**src/rtl/ex_stage.sv**
```systemverilog
// ex_stage: execute stage (ALU/shift/LUI/MFHI/MFLO, data-SRAM request, 32-cycle divider into HI/LO; define EX_MUL_EN for MULT/MULTU)
module ex_stage #(
  parameter int STALL_W  = 6,
  parameter int ID_EX_W  = 146,
  parameter int EX_MEM_W = 76
) (
  input  logic                clk,
  input  logic                rst,
  input  logic [STALL_W-1:0]  stall,
  input  logic [ID_EX_W-1:0]  id_to_ex_bus,
  output logic [EX_MEM_W-1:0] ex_to_mem_bus,
  output logic                data_sram_en,
  output logic [3:0]          data_sram_wen,
  output logic [31:0]         data_sram_addr,
  output logic [31:0]         data_sram_wdata,
  output logic                stallreq_for_ex
);
  typedef enum logic [1:0] {IDLE, RUN, DONE} div_state_t;
  logic [ID_EX_W-1:0] id_ex_r;
  logic [31:0] pc, src1, src2, st_data, ex_result, hi, lo;
  logic [3:0] alu_op, data_ram_wen;
  logic data_ram_en, sel_rf_res, rf_we, div_en, div_signed;
  logic [4:0] rf_waddr, sh, cnt;
  div_state_t state, state_n;
  logic [31:0] q, r, d, abs1, abs2;
  logic neg_q, neg_r, div_zero;
  logic [32:0] r_sh, diff;

  always_ff @(posedge clk)
    if (rst || (stall[2] && !stall[3])) id_ex_r <= '0;
    else if (!stall[2]) id_ex_r <= id_to_ex_bus;

  assign {pc, alu_op, src1, src2, st_data, data_ram_en, data_ram_wen,
          sel_rf_res, rf_we, rf_waddr, div_en, div_signed} = id_ex_r;
  assign sh = src1[4:0];

`ifdef EX_MUL_EN
  logic [63:0] prod;
  logic mul_wr;
  assign prod = alu_op[0] ? {32'b0, src1} * {32'b0, src2}
                          : {{32{src1[31]}}, src1} * {{32{src2[31]}}, src2};
  assign mul_wr = alu_op[3:1] == 3'b111 && !stall[2];
`endif

  always_comb begin
    ex_result = '0;
    case (alu_op)
      4'd0:    ex_result = src1 + src2;
      4'd1:    ex_result = src1 - src2;
      4'd2:    ex_result = src1 & src2;
      4'd3:    ex_result = src1 | src2;
      4'd4:    ex_result = src1 ^ src2;
      4'd5:    ex_result = ~(src1 | src2);
      4'd6:    ex_result = {31'b0, $signed(src1) < $signed(src2)};
      4'd7:    ex_result = {31'b0, src1 < src2};
      4'd8:    ex_result = src2 << sh;
      4'd9:    ex_result = src2 >> sh;
      4'd10:   ex_result = $signed(src2) >>> sh;
      4'd11:   ex_result = {src2[15:0], 16'h0};
      4'd12:   ex_result = hi;
      4'd13:   ex_result = lo;
      default: ex_result = '0;
    endcase
  end

  assign ex_to_mem_bus   = {pc, data_ram_en, data_ram_wen, sel_rf_res, rf_we, rf_waddr, ex_result};
  assign data_sram_en    = data_ram_en;
  assign data_sram_wen   = data_ram_wen;
  assign data_sram_addr  = ex_result;
  assign data_sram_wdata = st_data;

  assign abs1     = div_signed && src1[31] ? -src1 : src1;
  assign abs2     = div_signed && src2[31] ? -src2 : src2;
  assign div_zero = src2 == '0;
  assign r_sh     = {r, q[31]};
  assign diff     = r_sh - {1'b0, d};

  always_ff @(posedge clk)
    if (rst) state <= IDLE;
    else state <= state_n;

  always_comb begin
    state_n = state == IDLE ? (div_en ? (div_zero ? DONE : RUN) : IDLE)
            : state == RUN  ? (cnt == 5'd31 ? DONE : RUN)
            : (stall[2] ? DONE : IDLE);
    stallreq_for_ex = (state == IDLE && div_en) || state == RUN;
  end

  always_ff @(posedge clk)
    if (rst) begin
      cnt   <= '0;
      q     <= '0;
      r     <= '0;
      d     <= '0;
      neg_q <= 1'b0;
      neg_r <= 1'b0;
      hi    <= '0;
      lo    <= '0;
    end else begin
      if (state == IDLE && div_en) begin
        q     <= div_zero ? '1 : abs1;
        r     <= div_zero ? src1 : '0;
        d     <= abs2;
        neg_q <= !div_zero && div_signed && (src1[31] ^ src2[31]);
        neg_r <= !div_zero && div_signed && src1[31];
        cnt   <= '0;
      end else if (state == RUN) begin
        q   <= {q[30:0], ~diff[32]};
        r   <= diff[32] ? r_sh[31:0] : diff[31:0];
        cnt <= cnt + 5'd1;
      end
`ifdef EX_MUL_EN
      if (mul_wr) {hi, lo} <= prod;
`endif
      if (state == DONE && !stall[2]) begin
        lo <= neg_q ? -q : q;
        hi <= neg_r ? -r : r;
      end
    end
endmodule

```
**config.mk**
```make
export PLATFORM = sky130hd
export DESIGN_NAME = ex_stage
export DESIGN_NICKNAME = d
export VERILOG_FILES = /design/src/rtl/ex_stage.sv
export SDC_FILE = /design/constraint.sdc
export NUM_CORES = 1
export LEC_CHECK = 0
export ABC_AREA = 1
export BUFFER_PORTS_ARGS = -buffer_cell sky130_fd_sc_hd__clkbuf_2
export CAP_MARGIN = 20
export CORE_UTILIZATION = 31
export CTS_BUF_LIST = sky130_fd_sc_hd__clkbuf_8 sky130_fd_sc_hd__clkbuf_16
export DETAILED_ROUTE_END_ITERATION = 16
export GPL_TIMING_DRIVEN = 1
export PLACE_DENSITY = 0.57
export SLEW_MARGIN = 0
export SYNTH_ARGS = -nofsm -noshare
export SYNTH_HDL_FRONTEND = slang
export SYNTH_SLANG_ARGS = --single-unit
```
**constraint.sdc**
```tcl
create_clock -name clk -period 7.5 [get_ports clk]
set_input_delay 0.75 -clock clk [delete_from_list [all_inputs] [get_ports clk]]
set_output_delay 0.75 -clock clk [all_outputs]
set_load 0.05 [all_outputs]
```
==> results.md, run 1 <==
- Vias in the first global route: 30949
- CP required: 6.75 ns
- Cell Pwr Density: 209.3 nW/um^2
- R2r endpoint: r[24]
- Routed via count: 33915
- First-pass GRT wire length: 216500 microns
- Num CTS Buffers: 39
- Core area: 92220 sq um
- Initial antenna violation count: 6
- YS warnings: 0
- # resized after CTS: 0
- Root buffer cell: clkbuf_16
- Final Util: 34.68%
- CP most frequent cell: nand3_1
- Worst path slowest cell: nor3_1
- Yosys reg bits: 315
- Post-DP Area: 30730 sq um
- Commonest non-fill, non-tap cell in the layout: nand2_1
- Area of the multi-input gates: 18790 sq um
- Post-Route Setup TNS: 0 ns
- Die area: 94930 sq um
- Top fanout value on the critical path: 8
- Post-synth ARST share: 0%
- Final ANT Viol Nets: 0
- Arr. time, crit path: 4.80 ns
- Sequential share of the synthesized area: 21.71%
- Worst-path clk slew: 0.06 ns
- Max clock buf depth: 3
- H-tree depth: 2
- I/O Buffers: 295
- R2r worst-path depth: 11
- DRC Markers: 0
- Row Count: 111
- Slew @ Worst Pin: 1.160 ns
- Worst skew pair latency: 0.59 ns
- Fin nets: 5307
- Ys flop type: dfxtp_1
- Relative slew slack: 20.66%
- Leak: 15.07 nW
- Via-to-Cell Ratio: 5.402
- Io pins: 300
- Unrepaired setup endpoints after global routing: no
- Area grow syn2layout: 10.11%
- CP max stage delay: 0.88 ns
- WL/cell: 24.14 microns
- Crit path cell chain: inv_2 > ha_1 > inv_1 > o221ai_1 > nor3_1 > nand3_1 > nor2_1 > nand3_1 > clkbuf_2
- Period utilisation layout: 74.03%
- Total track usage: 31.11%
- Final std cells w/o fill: 6278
- Die W: 308.1 microns
- WS Path Type: reg2out
- Clk sinks: 315
- DR pass1 iterations: 6
- Final setup vio count: 0
- Ranking of synthesized cells by area: dfxtp_1, nand2_1, a21oi_1
- Area leader, netlist: dfxtp_1
- GPL Wtd Cong: 1.064
- Detailed Place HPWL: 119800 microns
- Worst setup SP type: flip-flop
- Commonest cells after routing, fill and taps aside: nand2_1, inv_1, a21oi_1, nor2_1, o21ai_0
- Sequential Area: 6311 sq um
- Placed insts: 6212
- Die height: 308.1 microns
- Grt ovf: 0
- Worst reg2reg path startpoint: id_ex_r[47]
- Slew Limit Fails: 0
- Minimum clock period after layout: 5.552 ns
- Max Fclk: 180.1 MHz
- CTS tree: yes
- Status: finished clean
- Final Skew: 0.01777 ns
- Cell area after synthesis: 29050 sq um
- Power Total: 6.695 mW
- Synth top area share: 21.71%
- Layout cells sized above 1: 11.26%
- Internal reg-to-reg setup slack: 4.01 ns
- Post-CTS Setup Repair Bufs: 0
- Routed wire length: 151600 microns
- Largest net degree at the start of global routing: 145
- # diodes: 0
- Library cells used by synthesis: 65
- Initial Util: 31.50%
- CTS Hold Bufs: 0
- Fillers: 10571
- Crit end category: output port
- Syn nets: 5243
- Max IR drop VDD: 0.1492 mV
- EDFF count, synth: 0
- Final hold vios: 0
- Crit path from: id_ex_r[73]
- CP endpoint: data_sram_addr[27]
- Final instance area: 31980 sq um
- Hold Path Class: in2reg
- Cells after Synth: 4946
- Syn Area/Cell: 5.873 sq um
- Drt first-iter violations: 4082
- Max-cap viol count: 0
-- routing by layer --
layer	global-route usage [%]	up-vias	share of wire, %
li1	-	16122	-
met4	14.49	8	5.3
met2	48.41	1697	43
met5	0	-	0.038
met3	5.435	302	8.8
met1	41.51	15786	43
-- kinds of logic (layout without fill, tap and decap cells) --
logic type	after synthesis	after routing	share of synthesized area (%)
XOR/XNOR	78	78	2.352
buffers and inverters	896	985	13.73
AO/OA/AOI/OAI	1046	1046	19.86
flip-flops	315	315	21.71
AND/OR/NAND/NOR	2463	2463	35.94
multiplexers	5	5	0.1723
adder cells (fa/ha/maj)	143	143	6.237
-- stage by stage --
stage | setup WS, ns | hold slack (ns)
2_1_floorplan | 3.344 | 0.4222
3_3_place_gp | 2.781 | 0.4456
3_5_place_dp | 2.811 | 0.4515
4_1_cts | 2.180 | 0.3628
5_1_grt | 1.862 | 0.3863
6_report | 1.948 | 0.3897
-- state kept, by name, indices dropped and copies added (netlist names) --
signal   cells
id_ex_r    146
d           32
hi          32
lo          32
q           32
r           32
cnt          5
state        2
neg_q        1
neg_r        1
-- worst min path at each step --
stage / start / endpoint / cells after the start
floorplan: d[24] / d[24] / 2
global placement: id_ex_r[28] / id_ex_r[28] / 2
detailed placement: id_ex_r[28] / id_ex_r[28] / 2
CTS: id_to_ex_bus[79] / id_ex_r[79] / 3
global route: id_to_ex_bus[85] / id_ex_r[85] / 3
finish: id_to_ex_bus[79] / id_ex_r[79] / 3
-- power by group --
part           switching [mW]  internal [mW]  total (mW)
combinational            2.11          0.800        2.91
clock                   0.816           1.10        1.91
sequential              0.120           1.75        1.87
total                    3.05           3.65        6.70
-- area by class of cell --
type,count,area share (%)
sequential,315,19.73
multi-input combinational,3735,58.73
timing repair buffer,360,6.189
inverter,559,6.572
clock inverter,23,0.6885
clock buffer,43,3.223
tap,1243,4.862
-- worst max-delay path: cells and delay by family, from the launching register on --
family                     cells  cell delay [ns]
adders and majority gates      1             0.54
and+or+nand+nor                4             1.80
AOI/OAI and AO/OA              1             0.18
buffers and inverters          3             0.92
DFF                            1             0.75
-- synth_stat cells (11+ instances only) --
| library cell | number |
|---|---|
| a21oi_1 | 447 |
| a21oi_2 | 23 |
| buf_1 | 21 |
| buf_2 | 71 |
| buf_4 | 119 |
| clkbuf_1 | 113 |
| dfxtp_1 | 315 |
| ha_1 | 140 |
| inv_1 | 530 |
| inv_2 | 25 |
| nand2_1 | 1464 |
| nand2_2 | 21 |
| nand3_1 | 339 |
| nand3_2 | 16 |
| nand3b_1 | 14 |
| nand4_1 | 56 |
| nor2_1 | 404 |
| nor2_2 | 11 |
| nor3_1 | 73 |
| nor4_1 | 14 |
| o211ai_1 | 35 |
| o21a_1 | 18 |
| o21ai_0 | 371 |
| o21ai_1 | 35 |
| o221ai_1 | 13 |
| o22ai_1 | 34 |
| or2_2 | 11 |
| xor2_1 | 71 |
(Power assumes the default switching activity.)
==> run 2, diff against run 1 <==
ABC_AREA = 0   (was 1)
PLACE_DENSITY = 0.59   (was 0.57)
clock period = 5.05 ns   (was 7.5 ns; I/O delays follow)
==> run 2 against run 1 <==
Effect of this change: setup slack worse by 1.9 ns; largest power group unchanged; sequential share of layout area is 1.5 points higher; non-clock buffer count is 70 higher; critical endpoint is now ex_to_mem_bus[30]; die area is 9.8% lower; clock skew is 0.0091 ns higher; register-to-register slack worse by 3.1 ns; critical path type unchanged; highest routed layer unchanged.
==> results.md, run 2 <==
- Yosys reg bits: 315 (unchanged)
- Max IR drop VDD: 0.2990 mV (+100%)
- H-tree depth: 2 (unchanged)
- Final ANT Viol Nets: 0 (unchanged)
- Grt ovf: 0 (unchanged)
- Via-to-Cell Ratio: 5.980 (+11%)
- Final instance area: 29790 sq um (-6.8%)
- GPL Wtd Cong: 1.062 (-0.20%)
- Die W: 292.6 microns (-5.0%)
- Num CTS Buffers: 37 (-5.1%)
- Top-count cell post-synth: nor2_1
- Routed wire length: 118600 microns (-22%)
- Fin nets: 3786 (-29%)
- Area grow syn2layout: 13.81%
- Vias in the first global route: 25356 (-18%)
- Commonest non-fill, non-tap cell in the layout: nor2_1
- Initial Util: 31.33% (-0.17 points)
- Arr. time, crit path: 4.46 ns (-0.34 ns)
- YS warnings: 0 (unchanged)
- Detailed Place HPWL: 90120 microns (-25%)
- Commonest cells after routing, fill and taps aside: nor2_1, dfxtp_1, clkbuf_2, a21oi_1, nand2_1
- Relative slew slack: 27.32% (+6.7 points)
- Leak: 12.02 nW (-20%)
- Slew Limit Fails: 0 (unchanged)
- Die area: 85610 sq um (-9.8%)
- Cells after Synth: 3411 (-31%)
- Final std cells w/o fill: 4594 (-27%)
- Slew @ Worst Pin: 1.088 ns (-0.07263 ns)
- Synth cell count leaders: nor2_1, dfxtp_1, a21oi_1, nand2_1, mux2i_1
- I/O Buffers: 295 (unchanged)
- DRC Markers: 0 (unchanged)
- Final hold vios: 0 (unchanged)
- Period utilisation layout: 98.25%
- Placed insts: 4527 (-27%)
- First-pass GRT wire length: 172000 microns (-21%)
- Syn nets: 3708 (-29%)
- Hold Path Class: in2reg
- Worst skew pair latency: 0.58 ns (about the same)
- CTS Hold Bufs: 0 (unchanged)
- Flop pwr share: 29.3% (+1.3 points)
- CP required: 4.55 ns (-2.20 ns)
- Worst setup SP type: flip-flop
- Ys flop type: dfxtp_1
- Library cells used by synthesis: 79 (+22%)
- Io pins: 300 (unchanged)
- Final Skew: 0.02685 ns (+0.009075 ns)
- Logic pwr share: 40.4% (-3.0 points)
- Post-DP Area: 28410 sq um (-7.6%)
- Post-synth ARST share: 0% (unchanged)
- Cell area after synthesis: 26180 sq um (-9.9%)
- Ranking of synthesized cells by area: dfxtp_1, mux2i_1, nor2_1
- Core area: 83560 sq um (-9.4%)
- Clk sinks: 315 (unchanged)
- Minimum clock period after layout: 4.962 ns
- Top fanout value on the critical path: 8 (unchanged)
- Max clock buf depth: 3 (unchanged)
- Initial antenna violation count: 4 (-2)
- EDFF count, synth: 0 (unchanged)
- DR pass1 iterations: 8 (+2)
- Internal power: 5.690 mW (+56%)
- CTS tree: yes
- Syn Area/Cell: 7.675 sq um (+31%)
- Synth top area share: 24.09% (+2.4 points)
- Sw frac: 39.96% (-5.5 points)
- Largest net degree at the start of global routing: 103 (-29%)
- Max Fclk: 201.5 MHz
- Clk pwr share: 30.2% (+1.6 points)
- Area leader, netlist: dfxtp_1
- WS Path Type: reg2out
- Root buffer cell: clkbuf_16
- Crit end category: output port
- Worst-path clk slew: 0.06 ns (about the same)
- Routed via count: 27473 (-19%)
- Reg with most FFs: id_ex_r
- Drt first-iter violations: 3498 (-14%)
- Max reg flops: 146 (unchanged)
- Cell Pwr Density: 318.1 nW/um^2 (+52%)
- Total track usage: 26.89% (-4.2 points)
- WL/cell: 25.81 microns (+6.9%)
- Sequential share of the synthesized area: 24.09% (+2.4 points)
- Max-cap viol count: 0 (unchanged)
- Row Count: 106 (-4.5%)
- Status: finished clean
- Final setup vio count: 0 (unchanged)
- Layout cells sized above 1: 16.97% (+5.7 points)
- Switch Pwr: 3.788 mW (+24%)
- Die height: 292.6 microns (-5.0%)
-- run 2: changes by cell type after synthesis, moves of 87 or more --
cell and delta:
inv_1 -383, nand2_1 -1231, mux2i_1 +220, a211oi_1 +103, clkbuf_1 +105, nor2_1 +87, nand3_1 -291, o21ai_0 -183
a21oi_1 -194
-- run 2: final timing paths --
check	cells past startpoint	end	slack, ns	start
hold / removal	3	id_ex_r[48]	0.16	id_to_ex_bus[48]
hold reg to reg	2	lo[30]	0.46	lo[30]
setup reg to reg	14	r[1]	0.89	q[31]
setup / recovery	17	ex_to_mem_bus[30]	0.09	id_ex_r[78]
-- run 2: power by group through the flow --
stage	clock, mW	sequential, mW	combinational, mW
4_1_cts	2.91	2.77	3.75
6_report	2.87	2.78	3.83
5_1_grt	2.99	2.79	4.09
3_5_place_dp	0	2.83	3.73
3_3_place_gp	0	2.82	3.72
2_1_floorplan	0	2.77	2.75
-- run 2: metal layers --
layer / wire [microns] / up-vias / GRT usage (%)
met5: 46 / - / 0
met4: 6393 / 6 / 12.91
met3: 14360 / 252 / 6.821
met2: 46930 / 1641 / 38.02
met1: 50830 / 13163 / 37.61
li1: - / 12411 / -
-- run 2: timing repair --
action                                  4_1_cts  5_1_grt
pin swaps                                     0        3
endpoints found under the setup margin        4       26
endpoints found under the hold margin         0        0
buffers inserted                              0        3
gates resized for setup                       2       21
-- run 2: cell type report --
type	count	area (sq um)
clock inverters	15	187.7
diodes	2	5.005
multi-input cells	2555	17550
inverters	150	566.8
fillers	8901	53760
well taps	1080	1351
repair buffers	430	2730
flip-flops and latches	315	6317
clock buffers	47	1086
-- run 2: critical path: stages (launching register included) --
cell and delay (ns):
dfxtp_4 0.41, inv_1 0.09, ha_1 0.18, inv_1 0.06
fa_1 0.41, nand2b_1 0.10, a21oi_1 0.09, o211ai_1 0.20
buf_4 0.16, a31oi_4 0.15, o311a_1 0.41, o31ai_1 0.32
a21oi_1 0.18, o311a_1 0.37, nor4b_1 0.28, buf_4 0.18
a21oi_4 0.04, buf_2 0.23
-- run 2: metrics by stage --
step                hold WS (ns)  total power [mW]  worst slack, ns  utilization, %  setup TNS [ns]
finish                    0.1567             9.478          0.08820           35.66               0
global route              0.1632             9.876         -0.01126           35.65        -0.02164
CTS                       0.1407             9.428         0.002774           35.55               0
detailed placement        0.4496             6.554           0.5063           34.00               0
global placement          0.4389             6.540           0.4898           34.00               0
floorplan                 0.4314             5.522          0.01877               -               0
-- run 2: kinds of logic after synthesis --
family          after synthesis  synth area share (%)
compound gates              994                 25.47
xor+xnor                    142                 4.751
fa+ha+maj                   143                 6.921
buf+inv                     541                 9.516
flops                       315                 24.09
mux                         273                 12.30
simple gates               1003                 16.95
